--- src/rtl/mem_arb_pkg.sv ---
// Shared types for the main-memory arbiter: grant FSM states and owner encoding.
package mem_arb_pkg;

    typedef enum logic [1:0] {
        IDLE  = 2'd0,
        ISSUE = 2'd1,
        DRAIN = 2'd2,
        DONE  = 2'd3
    } state_e;

    typedef enum logic {
        OWN_I = 1'b0,
        OWN_D = 1'b1
    } own_e;

endpackage

--- src/rtl/mem_arbiter.sv ---
// Arbitrates I-cache / D-cache line bursts onto one pipelined memory port.
// MEM_ARB_RR_EN selects round-robin tie-break; default is fixed D-cache priority.
module mem_arbiter
    import mem_arb_pkg::*;
#(
    parameter int ADDR_W = 16,
    parameter int DATA_W = 16,
    parameter int BURST  = 4
) (
    input  logic                       clk,
    input  logic                       rst,
    input  logic                       ic_req,
    input  logic [ADDR_W-1:0]          ic_addr,
    output logic                       ic_rvalid,
    output logic                       ic_done,
    input  logic                       dc_req,
    input  logic                       dc_wr,
    input  logic [ADDR_W-1:0]          dc_addr,
    input  logic [DATA_W-1:0]          dc_wdata,
    output logic                       dc_rvalid,
    output logic                       dc_done,
    output logic [$clog2(BURST)-1:0]   iss_idx,
    output logic [$clog2(BURST)-1:0]   ret_idx,
    output logic [DATA_W-1:0]          rdata,
    output logic                       busy,
    output logic                       mem_en,
    output logic                       mem_wr,
    output logic [ADDR_W-1:0]          mem_addr,
    output logic [DATA_W-1:0]          mem_wdata,
    input  logic                       mem_stall,
    input  logic                       mem_rvalid,
    input  logic [DATA_W-1:0]          mem_rdata
);
    localparam int IDX_W  = $clog2(BURST);
    localparam int BASE_W = ADDR_W - IDX_W;
    localparam int CNT_W  = IDX_W + 1;

    state_e              state_q, state_d;
    own_e                owner_q, owner_d;
    logic                wr_q, wr_d;
    logic [BASE_W-1:0]   base_q, base_d;
    logic [IDX_W-1:0]    iss_q, iss_d;
    logic [CNT_W-1:0]    ret_q, ret_d;
    own_e                win;
    logic                rd_active, ret_fire, take;

    // Word offset bits of the line addresses are don't-care.
    logic unused_addr_bits;
    assign unused_addr_bits = ^{ic_addr[IDX_W-1:0], dc_addr[IDX_W-1:0]};

`ifdef MEM_ARB_RR_EN
    own_e last_q, last_d;
`endif

    assign rd_active = ((state_q == ISSUE) || (state_q == DRAIN)) && !wr_q;
    assign ret_fire  = rd_active && mem_rvalid;
    assign take      = (state_q == ISSUE) && !mem_stall;

    always_comb begin
        win = dc_req ? OWN_D : OWN_I;
`ifdef MEM_ARB_RR_EN
        if (ic_req && dc_req) win = (last_q == OWN_D) ? OWN_I : OWN_D;
`endif
    end

    always_comb begin
        state_d = state_q;
        owner_d = owner_q;
        wr_d    = wr_q;
        base_d  = base_q;
        iss_d   = iss_q;
        ret_d   = ret_fire ? ret_q + 1'b1 : ret_q;
`ifdef MEM_ARB_RR_EN
        last_d  = last_q;
`endif
        case (state_q)
            IDLE: begin
                iss_d = '0;
                ret_d = '0;
                if (ic_req || dc_req) begin
                    owner_d = win;
                    wr_d    = (win == OWN_D) && dc_wr;
                    base_d  = (win == OWN_D) ? dc_addr[ADDR_W-1:IDX_W] : ic_addr[ADDR_W-1:IDX_W];
                    state_d = ISSUE;
`ifdef MEM_ARB_RR_EN
                    last_d  = win;
`endif
                end
            end
            ISSUE: begin
                if (take) begin
                    iss_d = iss_q + 1'b1;
                    if (iss_q == IDX_W'(BURST - 1)) begin
                        // Returns trail issue, so a read usually still has data in flight.
                        if (wr_q || (ret_d == CNT_W'(BURST))) state_d = DONE;
                        else                                 state_d = DRAIN;
                    end
                end
            end
            DRAIN: begin
                if (ret_d == CNT_W'(BURST)) state_d = DONE;
            end
            DONE: begin
                iss_d   = '0;
                ret_d   = '0;
                state_d = IDLE;
            end
            default: state_d = IDLE;
        endcase
    end

    always_ff @(posedge clk or negedge rst) begin
        if (!rst) begin
            state_q <= IDLE;
            owner_q <= OWN_D;
            wr_q    <= 1'b0;
            base_q  <= '0;
            iss_q   <= '0;
            ret_q   <= '0;
`ifdef MEM_ARB_RR_EN
            last_q  <= OWN_I;
`endif
        end else begin
            state_q <= state_d;
            owner_q <= owner_d;
            wr_q    <= wr_d;
            base_q  <= base_d;
            iss_q   <= iss_d;
            ret_q   <= ret_d;
`ifdef MEM_ARB_RR_EN
            last_q  <= last_d;
`endif
        end
    end

    assign busy      = (state_q != IDLE);
    assign mem_en    = (state_q == ISSUE);
    assign mem_wr    = mem_en && wr_q;
    assign mem_addr  = mem_en ? {base_q, iss_q} : '0;
    assign mem_wdata = mem_wr ? dc_wdata : '0;
    assign iss_idx   = iss_q;
    assign ret_idx   = ret_q[IDX_W-1:0];
    assign ic_rvalid = ret_fire && (owner_q == OWN_I);
    assign dc_rvalid = ret_fire && (owner_q == OWN_D);
    assign rdata     = ret_fire ? mem_rdata : '0;
    assign ic_done   = (state_q == DONE) && (owner_q == OWN_I);
    assign dc_done   = (state_q == DONE) && (owner_q == OWN_D);

endmodule

--- config.mk ---
export PLATFORM = sky130hd
export DESIGN_NAME = mem_arbiter
export DESIGN_NICKNAME = d
export VERILOG_FILES = /design/src/rtl/mem_arb_pkg.sv /design/src/rtl/mem_arbiter.sv
export SDC_FILE = /design/constraint.sdc
export NUM_CORES = 1
export LEC_CHECK = 0
export BUFFER_PORTS_ARGS = -buffer_cell sky130_fd_sc_hd__buf_2
export CORE_ASPECT_RATIO = 1.1
export CORE_MARGIN = 2
export CORE_UTILIZATION = 40
export DETAILED_ROUTE_END_ITERATION = 16
export PLACE_DENSITY = 0.81
export SYNTH_ARGS = -nofsm -noshare
export SYNTH_HDL_FRONTEND = slang
export SYNTH_SLANG_ARGS = --single-unit
export TNS_END_PERCENT = 30
--- constraint.sdc ---
create_clock -name clk -period 2.8 [get_ports clk]
set_input_delay 0.84 -clock clk [delete_from_list [all_inputs] [get_ports clk]]
set_output_delay 0.84 -clock clk [all_outputs]
set_load 0.005 [all_outputs]
Word-level counts from Yosys, hierarchy flattened
Cells that the tools add are included.

Bits in registers: 23. Bits of input ports: 71. Output and inout bits: 59. Logic and storage cells: 54.

Add/sub/neg operators: 2. Equal/unequal tests: 9. Multiplexer cells: 15. Bitwise logic cells: 1. Reduce and logical (&&, ||, !) cells: 21.

Operators by type and width (count): $mux 16 (3); $mux 14 (1); $mux 2 (5); $logic_and 1x1->1 (9); $pmux 2 s4 (1); $eq 2x2->1 const B (3); $mux 3 (2); $ne 2x1->1 const B (3); $pmux 2 s2 (1); $reduce_and 2->1 (2); $reduce_and 4->1 (1); $reduce_bool 2->1 (2); $add 3x1->3 const B (1); $eq 3x3->1 const B (1); $logic_or 1x1->1 (3); $add 2x1->2 const B (1); $eq 2x1->1 const B (1); $logic_not 1->1 (2); $logic_not 2->1 (1); $mux 1 (2); $ne 2x2->1 const B (1); $reduce_or 2->1 (1); $not 1->1 (1).

Longest topological paths before layout
Gate-level depths: netlist of run 1.

Depth in word-level cells: 11. Mapped depth: 7. Gate-level depth less buffers: 6.

Worst setup path after synthesis of run 1
No wires, ideal clock.

Path type: input -> output. From: input mem_rvalid. To: output rdata[0]. Arrival time: 1.560 ns. Data required time: 1.960 ns. Path slack: 0.400 ns. Stages: 4. Path buffers: 2. Cell sequence: and3b_4 -> buf_2 -> clkbuf_1 -> and2_1.

Longest elaborated chain between the ends: 2.

Ends and longest elaborated chain: start: declaration (line mem_arbiter.sv:31) `input logic mem_rvalid,`; $logic_and 1x1->1 (line mem_arbiter.sv:56) `assign ret_fire = rd_active && mem_rvalid;`; $mux 16 (line mem_arbiter.sv:145) `assign rdata = ret_fire ? mem_rdata : '0;`; end: declaration (line mem_arbiter.sv:24) `output logic [DATA_W-1:0] rdata,`.

No other way between the ends.

Worst setup path after layout of run 1
From: register state_q[1]. To: output rdata[5].

Longest elaborated chain between the ends: 5. Elaborated cells on any way between the ends: 6. Classes of those cells: 2 x eq/ne; 1 x mux; 3 x reduce/logical.

Ends and longest elaborated chain: start: declaration (line mem_arbiter.sv:38) `state_e state_q, state_d;`; start signal: assignment (line mem_arbiter.sv:124) `state_q <= state_d;`; $eq 2x1->1 / $eq 2x2->1 (equally long branches) (line mem_arbiter.sv:55) `assign rd_active = ((state_q == ISSUE) || (state_q == DRAIN)) && !wr_q;`; $logic_or 1x1->1 (*) (line mem_arbiter.sv:55); $logic_and 1x1->1 (*) (line mem_arbiter.sv:55); $logic_and 1x1->1 (*) (line mem_arbiter.sv:56); $mux 16 (*) (line mem_arbiter.sv:145).

Every way passes the cells marked *; elsewhere a longest branch is shown, timed or not.

==> out/results.env, run 1 <==
RUN_STATUS='complete, no violations'
CELL_AREA_AFTER_SYNTHESIS_SQ_UM=1662
DRIVE_ABOVE_1_SHARE_PCT=46.36
DIE_HEIGHT_UM=71.60
CTS.REPAIR_TIMING.SETUP_BUFFER_COUNT=0
DRT_PRE_ANTENNA_ITERS=4
END_KIND='output port'
WHS_NS=0.4739
VIAS=1663
HOLDCRITSTARTPOINT='base_q[8]$_DFFE_PN0P_'
START_UTIL_PCT=41.92
COUNT_OF_PINS_OVER_THEIR_SLEW_LIMIT=0
DRTITER0DRC=36
DR_WL_MET2_UM=1991
DETAILED_PLACE_HPWL_UM=3265
CTS_ROOT_BUF='sky130_fd_sc_hd__clkbuf_8'
CTS_INSERTED_BUFFERS=3
POST_SYNTH_MAIN_AREA_CONTRIBUTORS='sky130_fd_sc_hd__dfrtp_1 (33%), sky130_fd_sc_hd__and2_1 (14%), sky130_fd_sc_hd__mux2i_1 (9.6%), sky130_fd_sc_hd__and3_1 (6.0%), sky130_fd_sc_hd__nand2_1 (5.4%)'
SEQUENTIAL_CELL_AREA_SQ_UM=576.8
CTS_TREE='built'
NUMBER_OF_BUFFERS_ON_THE_LONGEST_CLOCK_PATH=2
SLEW-LIMIT-HEADROOM_PCT=65.34
YS_FF_LATCH=23
CLOCK-SKEW-FINAL_NS=0.001639
FINALSETUPVIOLATIONS=0
LEAKAGEPOWER_nW=1.428
SHARE_OF_THE_YOSYS_CHIP_AREA_BELONGING_TO_REGISTERS_PCT=34.71
WIRE_LENGTH_ON_MET1_UM=1707
CTS_REPAIR_RESIZE_COUNT=0
CRIT_TYPE='flop to output port'
TIGHTESTPINTRANSITION_NS=0.5200
GRT_PASS1_VIAS=1549
WL_MET3_UM=346
FILLERS=385
YOSYSTOPAREACELL='sky130_fd_sc_hd__dfrtp_1'
MULTI_INPUT_COMB_AREA_SQ_UM=992.2
ORIGIN_OF_THE_CRITICAL_FLOP_TO_FLOP_PATH='state_q[1]$_DFFE_PN0P_'
AVGSYNTHCELLAREA_SQ_UM=8.982
MIN_PATH_TYPE='flop to flop'
AREA_DELTA_SYNTH_FINAL_PCT=41.42
GPL.FINAL_WEIGHTED_CONGESTION=0.8254
SYNTH.NET_COUNT=262
CTS.REPORTEDPATHS.CLKPINSLEW_NS=0.08
SYNTH-EDFF-COUNT=0
DRT_DRC_VIOLATIONS_LEFT=0
CRITICAL_PATH_MAXIMUM_FANOUT=21
VIAS_PER_CELL=4.698
TIMING.CRITICAL_PATH.FROM_TYPE='flop'
MAXCLOCKFREQUENCY_GHz=0.3977
DIEAREA_SQ_UM=4686
VDD_IR_DROP_MAX_mV=0.3992
POWER_PER_CELL_AREA_nW_PER_UM2=794.9
SYNTHARSTFLOPSHARE_PCT=100.0
DIODE_INSERTION_COUNT_FOR_ANTENNA_REPAIR=0
CTS_NUM_SINKS=23
CTS_HTREE_LEVELS=1
DIE_WIDTH_UM=65.45
MOST-COMMON-LAYOUT-CELLS='sky130_fd_sc_hd__buf_2 (125), sky130_fd_sc_hd__and2_1 (36), sky130_fd_sc_hd__nand2_1 (24), sky130_fd_sc_hd__dfrtp_1 (22)'
NUMBER_OF_CELLS_TRAVERSED_BY_THE_WORST_REGISTER_TO_REGISTER_PATH=6
YOSYSTOPAREACELLSHARE_PCT=33.13
PIN_COUNT_OF_THE_BIGGEST_NET_ENTERING_GLOBAL_ROUTING=40
DRV_CAP=0
NUMPORTBUFFERS=125
DRT_WL_TOTAL_UM=4102
R2R_SETUP_SLACK_NS=0.72
IO_PINS=130
GRT_ANTENNA_BEFORE_REPAIR=0
TIMING.FINAL.HOLD_VIOLATIONS=0
YS.FLOP_TYPE='sky130_fd_sc_hd__dfrtp_1'
GRT.TOTAL_USAGE_PCT=17.47
HOLD_DEPTH=2
AVGROUTEDWIREPERCELL_UM=11.59
FINAL.MIN_CLOCK_PERIOD_NS=2.514
YOSYSWARNINGCOUNT=0
LAYOUT.NETS=380
ROUTED.TOP_LAYER='met4'
MOSTFREQUENTLAYOUTCELL='sky130_fd_sc_hd__buf_2'
TIMING.HOLD.WORST_ENDPOINT='base_q[8]$_DFFE_PN0P_'
CORE_SQ_UM=3964
SYNTH_CELL_TYPES=35
CTS_HOLD_BUFFERS=0
PERIOD_SHARE_PCT=89.79
WORST_R2R_ENDPOINT='state_q[1]$_DFFE_PN0P_'
CRITPATHARRIVALTIME_NS=1.67
REQUIRED_TIME_OF_THE_WORST_SETUP_PATH_NS=1.96
WIRE_LENGTH_OF_THE_FIRST_GLOBAL_ROUTING_PASS_UM=6479
CELL_COUNT_AFTER_SYNTHESIS=185
SETUP_TNS_NS=0
ROWS=24
GRT_OVERFLOW_TOTAL=0
ANTENNA_LEFT=0
CLKLATENCYLATEPIN_NS=0.26
GRT_SETUP_UNREPAIRED='no'
-- power by group --
group          internal [W]  switching [W]
sequential         0.000478       0.000121
combinational      0.000533       0.000532
clock              0.000102       0.000102
-- kinds of logic after synthesis --
family                     synth area share (%)
AOI/OAI and AO/OA                         9.865
muxes                                     11.45
xor gates and xnor gates                  1.054
adders and majority gates                 4.518
and+or+nand+nor                           32.60
DFF                                       34.71
buffers and inverters                     5.797
-- registers in the layout (all words and copies together) (netlist names) --
signal	cells
wr_q	1
base_q	14
iss_idx	2
state_q	2
owner_q	1
ret_q	3
-- worst max-delay path by stage --
stage | from | endpoint | cells after the start
floorplan | mem_rvalid | rdata[0] | 4
global placement | mem_rvalid | rdata[5] | 4
detailed placement | mem_rvalid | rdata[5] | 4
CTS | state_q[1]$_DFFE_PN0P_ | rdata[5] | 5
global route | state_q[1]$_DFFE_PN0P_ | rdata[1] | 5
finish | state_q[1]$_DFFE_PN0P_ | rdata[5] | 5
-- cells in the mapped netlist (all sizes together) (2+ instances only) --
master	count
nor3b	2
nor2b	4
and3	16
dfrtp	22
mux2i	16
o21ai	19
inv	4
buf	8
ha	6
nand2	24
mux2	2
and2	36
clkbuf	8
-- critical path: stages, from the launching register on --
cell                      delay (ns)
sky130_fd_sc_hd__dfrtp_1        0.43
sky130_fd_sc_hd__inv_1          0.08
sky130_fd_sc_hd__ha_1           0.30
sky130_fd_sc_hd__and3b_4        0.33
sky130_fd_sc_hd__and2_1         0.17
sky130_fd_sc_hd__buf_2          0.11
-- stage by stage --
step	utilization, %	cells	setup slack [ns]	instance area (sq um)	power, W
3_5_place_dp	58.14	350	0.3547	2305	0.001690
2_1_floorplan	-	185	0.4004	1662	0.001314
6_report	59.28	354	0.2858	2350	0.001868
3_3_place_gp	58.14	350	0.3839	2305	0.001652
4_1_cts	59.28	354	0.2610	2350	0.001901
5_1_grt	59.28	354	0.1811	2350	0.002059
-- final cells by class --
cell class | count | share of cell area [%]
clock buffers | 4 | 1.917
inverters | 4 | 0.6390
multi-input cells | 142 | 42.23
flip-flops and latches | 23 | 24.55
well taps | 52 | 2.769
repair buffers | 129 | 27.90
-- metal layers --
layer  up-vias  GRT usage (%)
met3         5          2.826
met4         0          6.250
met2        78          32.43
met5         -              0
li1        853              -
met1       727          20.02
(Power assumes the default switching activity.)
==> run 2, diff against run 1 <==
--- a/config.mk
+++ b/config.mk
@@ -5,12 +5,13 @@
 export SDC_FILE = /design/constraint.sdc
 export NUM_CORES = 1
 export LEC_CHECK = 0
+export ABC_AREA = 1
 export BUFFER_PORTS_ARGS = -buffer_cell sky130_fd_sc_hd__buf_2
 export CORE_ASPECT_RATIO = 1.1
 export CORE_MARGIN = 2
-export CORE_UTILIZATION = 40
+export CORE_UTILIZATION = 39
 export DETAILED_ROUTE_END_ITERATION = 16
-export PLACE_DENSITY = 0.81
+export PLACE_DENSITY = 0.8
 export SYNTH_ARGS = -nofsm -noshare
 export SYNTH_HDL_FRONTEND = slang
 export SYNTH_SLANG_ARGS = --single-unit
==> out/results.env, run 2 <==
END_KIND='output port'
YS.FLOP_TYPE='sky130_fd_sc_hd__dfrtp_1'
PIN_COUNT_OF_THE_BIGGEST_NET_ENTERING_GLOBAL_ROUTING=30  # -25%
PLACE_WORST_SETUP_SLACK_NS=0.2816  # -0.07307 ns
YOSYSTOPAREACELL='sky130_fd_sc_hd__dfrtp_1'
GRT_ANTENNA_BEFORE_REPAIR=0  # unchanged
AVGROUTEDWIREPERCELL_UM=10.46  # -9.8%
MOST-COMMON-LAYOUT-CELLS='sky130_fd_sc_hd__buf_2 (125), sky130_fd_sc_hd__inv_1 (62), sky130_fd_sc_hd__nand2_1 (61), sky130_fd_sc_hd__nor2_1 (50), sky130_fd_sc_hd__dfrtp_1 (22)'
ROWS=24  # unchanged
SETUP_TNS_NS=0  # unchanged
DRT_PRE_ANTENNA_ITERS=4  # unchanged
TIGHTESTPINTRANSITION_NS=0.5319  # +0.01191 ns
START_UTIL_PCT=40.66  # -1.3 points
CTS_HOLD_BUFFERS=0  # unchanged
SYNTH_COMMON_CELLS='sky130_fd_sc_hd__inv_1 (62), sky130_fd_sc_hd__nand2_1 (61), sky130_fd_sc_hd__nor2_1 (50)'
CTS_HTREE_LEVELS=1  # unchanged
YOSYSTOPAREACELLSHARE_PCT=33.90  # +0.77 points
RUN_STATUS='complete, no violations'
GRT_OVERFLOW_TOTAL=0  # unchanged
VIAS=1873  # +13%
VIAS_PER_CELL=4.397  # -6.4%
SYNTHARSTFLOPSHARE_PCT=100.0  # unchanged
FINAL_CRITICAL_PATH_SETUP_SLACK_NS=0.2800  # -0.005845 ns
GPL.FINAL_WEIGHTED_CONGESTION=0.8497  # +2.9%
DRIVE_ABOVE_1_SHARE_PCT=37.97  # -8.4 points
MIN_PATH_TYPE='flop to flop'
SLEW-LIMIT-HEADROOM_PCT=64.54  # -0.79 points
MOSTFREQUENTLAYOUTCELL='sky130_fd_sc_hd__buf_2'
REQUIRED_TIME_OF_THE_WORST_SETUP_PATH_NS=1.96  # about the same
YOSYSWARNINGCOUNT=0  # unchanged
POST_SYNTH_MAIN_AREA_CONTRIBUTORS='sky130_fd_sc_hd__dfrtp_1 (34%), sky130_fd_sc_hd__inv_1 (14%), sky130_fd_sc_hd__nand2_1 (14%), sky130_fd_sc_hd__nor2_1 (12%), sky130_fd_sc_hd__a31oi_1 (5.4%)'
CTS_ROOT_BUF='sky130_fd_sc_hd__clkbuf_8'
CLOCK-SKEW-FINAL_NS=0.001488  # -0.0001505 ns
SYNTH_CELL_TYPES=25  # -29%
DIE_HEIGHT_UM=71.68  # +0.12%
FINALSETUPVIOLATIONS=0  # unchanged
NUMPORTBUFFERS=125  # unchanged
LARGEST_REGISTER='base_q'
PERIOD_SHARE_PCT=90.00  # +0.21 points
GRT_SETUP_UNREPAIRED='no'
MAXCLOCKFREQUENCY_GHz=0.3968  # -0.23%
CTS_NUM_SINKS=23  # unchanged
POWER_PER_CELL_AREA_nW_PER_UM2=841.3  # +5.8%
MULTI_INPUT_COMB_AREA_SQ_UM=755.7  # -24%
DIEAREA_SQ_UM=4697  # +0.23%
GRT.TOTAL_USAGE_PCT=19.54  # +2.1 points
DRT_WL_TOTAL_UM=4455  # +8.6%
IO_PINS=130  # unchanged
LEAKAGEPOWER_nW=1.609  # +13%
SYNTH.NET_COUNT=331  # +26%
FILLERS=400  # +3.9%
GRT_PASS1_VIAS=1696  # +9.5%
FINAL.MIN_CLOCK_PERIOD_NS=2.520  # +0.005845 ns
NUMBER_OF_BUFFERS_ON_THE_LONGEST_CLOCK_PATH=2  # unchanged
SHARE_OF_THE_YOSYS_CHIP_AREA_BELONGING_TO_REGISTERS_PCT=35.52  # +0.80 points
VDD_IR_DROP_MAX_mV=0.3926  # -1.7%
STDCELL_COUNT=426  # +20%
LAYOUT.NETS=452  # +19%
CELL_COUNT_AFTER_SYNTHESIS=254  # +37%
CTS_INSERTED_BUFFERS=3  # unchanged
COUNT_OF_PINS_OVER_THEIR_SLEW_LIMIT=0  # unchanged
TIMING.FINAL.HOLD_VIOLATIONS=0  # unchanged
INSTANCE_COUNT_AFTER_PLACEMENT_WITH_TAP_CELLS_INCLUDED=422  # +21%
LARGESTREGISTERS='base_q: 14 flops, ret_q: 3 flops'
CRIT_TYPE='flop to output port'
POST-SYNTH-TOP-COUNT-CELL='sky130_fd_sc_hd__inv_1'
ANTENNA_LEFT=0  # unchanged
CRITICAL_PATH_MAXIMUM_FANOUT=20  # -4.8%
LARGEST_REGISTER_FFS=14  # unchanged
CTS.REPORTEDPATHS.CLKPINSLEW_NS=0.08  # about the same
YS_FF_LATCH=23  # unchanged
WHS_NS=0.5366  # +0.06270 ns
DIODE_INSERTION_COUNT_FOR_ANTENNA_REPAIR=0  # unchanged
DRTITER0DRC=40  # +11%
CORE_SQ_UM=3994  # +0.76%
SEQUENTIAL_CELL_AREA_SQ_UM=576.8  # unchanged
CELL_AREA_AFTER_SYNTHESIS_SQ_UM=1624  # -2.3%
CLKLATENCYLATEPIN_NS=0.26  # about the same
DRV_CAP=0  # unchanged
SYNTH-EDFF-COUNT=0  # unchanged
DIE_WIDTH_UM=65.53  # +0.11%
CTS_TREE='built'
AVGSYNTHCELLAREA_SQ_UM=6.394  # -29%
DETAILED_PLACE_HPWL_UM=3601  # +10%
WIRE_LENGTH_OF_THE_FIRST_GLOBAL_ROUTING_PASS_UM=7210  # +11%
CRITPATHARRIVALTIME_NS=1.68  # about the same
AREA_DELTA_SYNTH_FINAL_PCT=43.53
DRT_DRC_VIOLATIONS_LEFT=0  # unchanged
TIMING.CRITICAL_PATH.FROM_TYPE='flop'
run 2: layer usage:
metal | wire [um] | global-route usage, % | up-vias
met1 | 1798 | 21.27 | 783
met3 | 651 | 7.692 | 2
li1 | - | - | 985
met4 | 25 | 6.481 | 0
met2 | 1980 | 34.47 | 103
met5 | 0 | 0 | -
run 2: path summary, 6_finish.rpt:
check	depth (start not counted)	slack (ns)	startpoint	end
max	5	0.28	state_q[0]$_DFFE_PN0P_	rdata[5]
min	2	0.54	owner_q$_DFFE_PN1P_	owner_q$_DFFE_PN1P_
max reg2reg	12	0.85	state_q[0]$_DFFE_PN0P_	state_q[0]$_DFFE_PN0P_
min reg2reg	2	0.54	owner_q$_DFFE_PN1P_	owner_q$_DFFE_PN1P_
max in group asynchronous	1	1.89	rst	owner_q$_DFFE_PN1P_
min in group asynchronous	1	0.55	rst	base_q[6]$_DFFE_PN0P_
run 2: logic make-up (layout without fill, tap and decap cells):
group	after synthesis	in the layout	share of synthesized area, %
flip-flops	23	23	35.52
buffers and inverters	75	195	18.64
adder cells (fa/ha/maj)	6	6	4.622
AO/OA/AOI/OAI	29	29	11.25
AND/OR/NAND/NOR	121	121	29.97
run 2: stage by stage:
stage	power (W)	cell area [sq um]	utilization (%)
after floorplan	0.001332	1624	-
after CTS	0.001979	2323	58.18
after global placement	0.001735	2278	57.05
after detailed placement	0.001766	2278	57.05
final	0.001961	2331	58.36
after global routing	0.002175	2331	58.36
run 2: cell type report:
class / instances / share of cell area (%)
Inverter: 62 / 9.984
Tap cell: 52 / 2.791
Timing Repair Buffer: 129 / 28.13
Multi-Input combinational cell: 156 / 32.42
Clock buffer: 4 / 1.932
Sequential cell: 23 / 24.74
run 2: repair_timing:
action | in CTS | in global routing
setup buffers | 0 | 0
setup endpoints to repair | 0 | 1
gates resized for setup | 0 | 1
hold endpoints to repair | 0 | 0
run 2: critical path: stages, from the launching register on:
cell and delay (ns):
sky130_fd_sc_hd__dfrtp_1 0.43, sky130_fd_sc_hd__inv_1 0.09, sky130_fd_sc_hd__ha_1 0.35, sky130_fd_sc_hd__nand3_4 0.21, sky130_fd_sc_hd__nor2_1 0.19, sky130_fd_sc_hd__buf_2 0.15
run 2: where the power goes:
part | switching (W) | total [W] | internal (W)
Combinational | 0.000664 | 0.00116 | 0.000496
Sequential | 0.000101 | 0.000594 | 0.000493
Clock | 0.000106 | 0.000207 | 0.000102
Total | 0.000870 | 0.00196 | 0.00109
==> run 3, diff against run 2 <==
--- a/config.mk
+++ b/config.mk
@@ -8,7 +8,7 @@
 export ABC_AREA = 1
 export BUFFER_PORTS_ARGS = -buffer_cell sky130_fd_sc_hd__buf_2
 export CORE_ASPECT_RATIO = 1.1
-export CORE_MARGIN = 2
+export CORE_MARGIN = 1.5
 export CORE_UTILIZATION = 39
 export DETAILED_ROUTE_END_ITERATION = 16
 export PLACE_DENSITY = 0.8
==> out/results.env, run 3 (synthesis gave the netlist of run 2 again) <==
FINAL.MIN_CLOCK_PERIOD_NS=2.639  # +0.1190 ns
COMBPWRFRAC_PCT=58.9  # -0.2 points
CRITPATHCAPTURE='rdata[7]'
AREA_DELTA_SYNTH_FINAL_PCT=43.22
NUMBER_OF_CELLS_TRAVERSED_BY_THE_WORST_REGISTER_TO_REGISTER_PATH=11  # -1
LARGESTREGISTERS='base_q: 14 flops, ret_q: 3 flops'
DRV_CAP=0  # unchanged
POWER_PER_CELL_AREA_nW_PER_UM2=839.9  # -0.17%
START_UTIL_PCT=40.66  # unchanged
DIE_HEIGHT_UM=70.68  # -1.4%
FINAL_NON_FILLER_CELL_AREA_SQ_UM=2326  # -0.21%
GRT_PASS1_VIAS=1762  # +3.9%
MOSTFREQUENTLAYOUTCELL='sky130_fd_sc_hd__buf_2'
DRIVE_ABOVE_1_SHARE_PCT=38.07  # +0.10 points
IO_PINS=130  # unchanged
CRITICAL_PATH.CELL_CHAIN='inv_1, ha_1, nand3_4, nor2_1, buf_2'
WHS_NS=0.5447  # +0.008012 ns
FINALSETUPVIOLATIONS=0  # unchanged
CTS_HTREE_LEVELS=1  # unchanged
CLOCK_POWER_SHARE_PCT=10.6  # about the same
MAXCLOCKFREQUENCY_GHz=0.3789  # -4.5%
END_KIND='output port'
MULTI_INPUT_COMB_AREA_SQ_UM=758.2  # +0.33%
CTS.REPORTEDPATHS.CLKPINSLEW_NS=0.08  # about the same
GRT_ANTENNA_BEFORE_REPAIR=0  # unchanged
TIMING.FINAL.HOLD_VIOLATIONS=0  # unchanged
CRIT_TYPE='flop to output port'
FILLERS=399  # -0.25%
VIAS=1884  # +0.59%
LEAKAGEPOWER_nW=1.605  # -0.25%
VIAS_PER_CELL=4.433  # +0.82%
DRT_DRC_VIOLATIONS_LEFT=0  # unchanged
WORST_PATH_MAX_DELAY_CELL='sky130_fd_sc_hd__ha_1'
ROWS=24  # unchanged
R2R_SETUP_SLACK_NS=0.78  # -0.07 ns
GRT.TOTAL_USAGE_PCT=19.87  # +0.33 points
P_INT_W=0.001080  # -0.96%
SEQUENTIALPOWERSHARE_PCT=30.5  # +0.2 points
NUMBER_OF_BUFFERS_ON_THE_LONGEST_CLOCK_PATH=2  # unchanged
CTS_INSERTED_BUFFERS=3  # unchanged
TIGHTESTPINTRANSITION_NS=0.5251  # -0.006736 ns
RUN_STATUS='complete, no violations'
CTS_NUM_SINKS=23  # unchanged
VDD_IR_DROP_MAX_mV=0.4837  # +23%
CRITICAL_PATH_MAXIMUM_FANOUT=20  # unchanged
NET-SWITCHING-POWER_W=0.0008732  # +0.34%
SEQUENTIAL_CELL_AREA_SQ_UM=576.8  # unchanged
DIE_WIDTH_UM=64.53  # -1.5%
LARGEST_REGISTER='base_q'
DIEAREA_SQ_UM=4561  # -2.9%
WORST_SETUP_PATH_STARTPOINT='state_q[0]$_DFFE_PN0P_'
ORIGIN_OF_THE_CRITICAL_FLOP_TO_FLOP_PATH='state_q[0]$_DFFE_PN0P_'
GRT_OVERFLOW_TOTAL=0  # unchanged
STDCELL_COUNT=425  # -0.23%
PIN_COUNT_OF_THE_BIGGEST_NET_ENTERING_GLOBAL_ROUTING=30  # unchanged
CORE_SQ_UM=3994  # unchanged
CLOCK-SKEW-FINAL_NS=0.003555  # +0.002066 ns
PERIOD_SHARE_PCT=94.25  # +4.2 points
TIMING.CRITICAL_PATH.FROM_TYPE='flop'
PLACE_WORST_SETUP_SLACK_NS=0.2911  # +0.009467 ns
COUNT_OF_PINS_OVER_THEIR_SLEW_LIMIT=0  # unchanged
WIRE_LENGTH_OF_THE_FIRST_GLOBAL_ROUTING_PASS_UM=7231  # +0.29%
PLACE_AREA_SQ_UM=2271  # -0.33%
SLEW-LIMIT-HEADROOM_PCT=64.99  # +0.45 points
WORST_R2R_ENDPOINT='state_q[0]$_DFFE_PN0P_'
ANTENNA_LEFT=0  # unchanged
LAYOUT.NETS=451  # -0.22%
CRITPATHARRIVALTIME_NS=1.80  # +0.12 ns
INSTANCE_COUNT_AFTER_PLACEMENT_WITH_TAP_CELLS_INCLUDED=421  # -0.24%
FINAL_CRITICAL_PATH_SETUP_SLACK_NS=0.1610  # -0.1190 ns
POWER.SHARE.SWITCHING_PCT=44.70  # +0.32 points
GRT_SETUP_UNREPAIRED='no'
DRT_PRE_ANTENNA_ITERS=4  # unchanged
LARGEST_REGISTER_FFS=14  # unchanged
MIN_PATH_TYPE='input port to async pin'
CTS.REPAIR_TIMING.SETUP_BUFFER_COUNT=0  # unchanged
NUMPORTBUFFERS=125  # unchanged
CTS_ROOT_BUF='sky130_fd_sc_hd__clkbuf_8'
WORST_PATH_LARGEST_CELL_DELAY_NS=0.45  # +0.02 ns
AVGROUTEDWIREPERCELL_UM=10.43  # -0.26%
CTS_TREE='built'
DRT_WL_TOTAL_UM=4433  # -0.49%
DIODE_INSERTION_COUNT_FOR_ANTENNA_REPAIR=0  # unchanged
MOST-COMMON-LAYOUT-CELLS='sky130_fd_sc_hd__buf_2 (125), sky130_fd_sc_hd__inv_1 (62), sky130_fd_sc_hd__nand2_1 (60), sky130_fd_sc_hd__nor2_1 (50), sky130_fd_sc_hd__dfrtp_1 (22)'
DRTITER0DRC=30  # -25%
GPL.FINAL_WEIGHTED_CONGESTION=0.8410  # -1.0%
DETAILED_PLACE_HPWL_UM=3573  # -0.75%
REQUIRED_TIME_OF_THE_WORST_SETUP_PATH_NS=1.96  # about the same
SETUP_TNS_NS=0  # unchanged
CLKLATENCYLATEPIN_NS=0.26  # about the same
run 3: stage by stage:
stage	utilization, %	total power (W)
floorplan	-	0.001332
global placement	56.86	0.001720
detailed placement	56.86	0.001750
CTS	58.05	0.001966
global route	58.24	0.002167
finish	58.24	0.001954
run 3: worst min-delay path by stage:
stage	slack, ns	to	cells past startpoint
after floorplan	0.50	owner_q$_DFFE_PN1P_	2
after detailed placement	0.53	owner_q$_DFFE_PN1P_	2
after global placement	0.53	base_q[8]$_DFFE_PN0P_	2
after global routing	0.57	base_q[9]$_DFFE_PN0P_	1
after CTS	0.55	owner_q$_DFFE_PN1P_	2
final	0.54	base_q[3]$_DFFE_PN0P_	1
run 3: layout make-up:
| type | count | area share [%] |
|---|---|---|
| Tap cell | 52 | 2.797 |
| Clock buffer | 4 | 1.937 |
| Sequential cell | 23 | 24.80 |
| Inverter | 62 | 10.01 |
| Timing Repair Buffer | 128 | 27.86 |
| Multi-Input combinational cell | 156 | 32.60 |
run 3: what timing repair did:
| item | in CTS | in global routing |
|---|---|---|
| hold buffers | 0 | 0 |
| setup endpoints to repair | 1 | 18 |
| resized for setup | 1 | 1 |
run 3: power by group through the flow:
stage	clock, W	sequential [W]	combinational (W)
3_3_place_gp	0	0.000597	0.00112
4_1_cts	0.000214	0.000599	0.00115
3_5_place_dp	0	0.000604	0.00115
6_report	0.000208	0.000596	0.00115
2_1_floorplan	0	0.000579	0.000753
5_1_grt	0.000227	0.000623	0.00132
run 3: critical path, delay by kind of cell (launching register included):
family	cells	cell delay, ns
adder cells (fa/ha/maj)	1	0.45
flip-flops	1	0.43
AND/OR/NAND/NOR	2	0.41
buffers and inverters	2	0.24
run 3: metal layers:
layer / wire length [um] / track usage, % / part of all wire, %
met2: 2160 / 37.38 / 49
met4: 25 / 5.437 / 0.56
met5: 0 / 0 / 0
met3: 578 / 7.472 / 13
met1: 1668 / 20.39 / 38
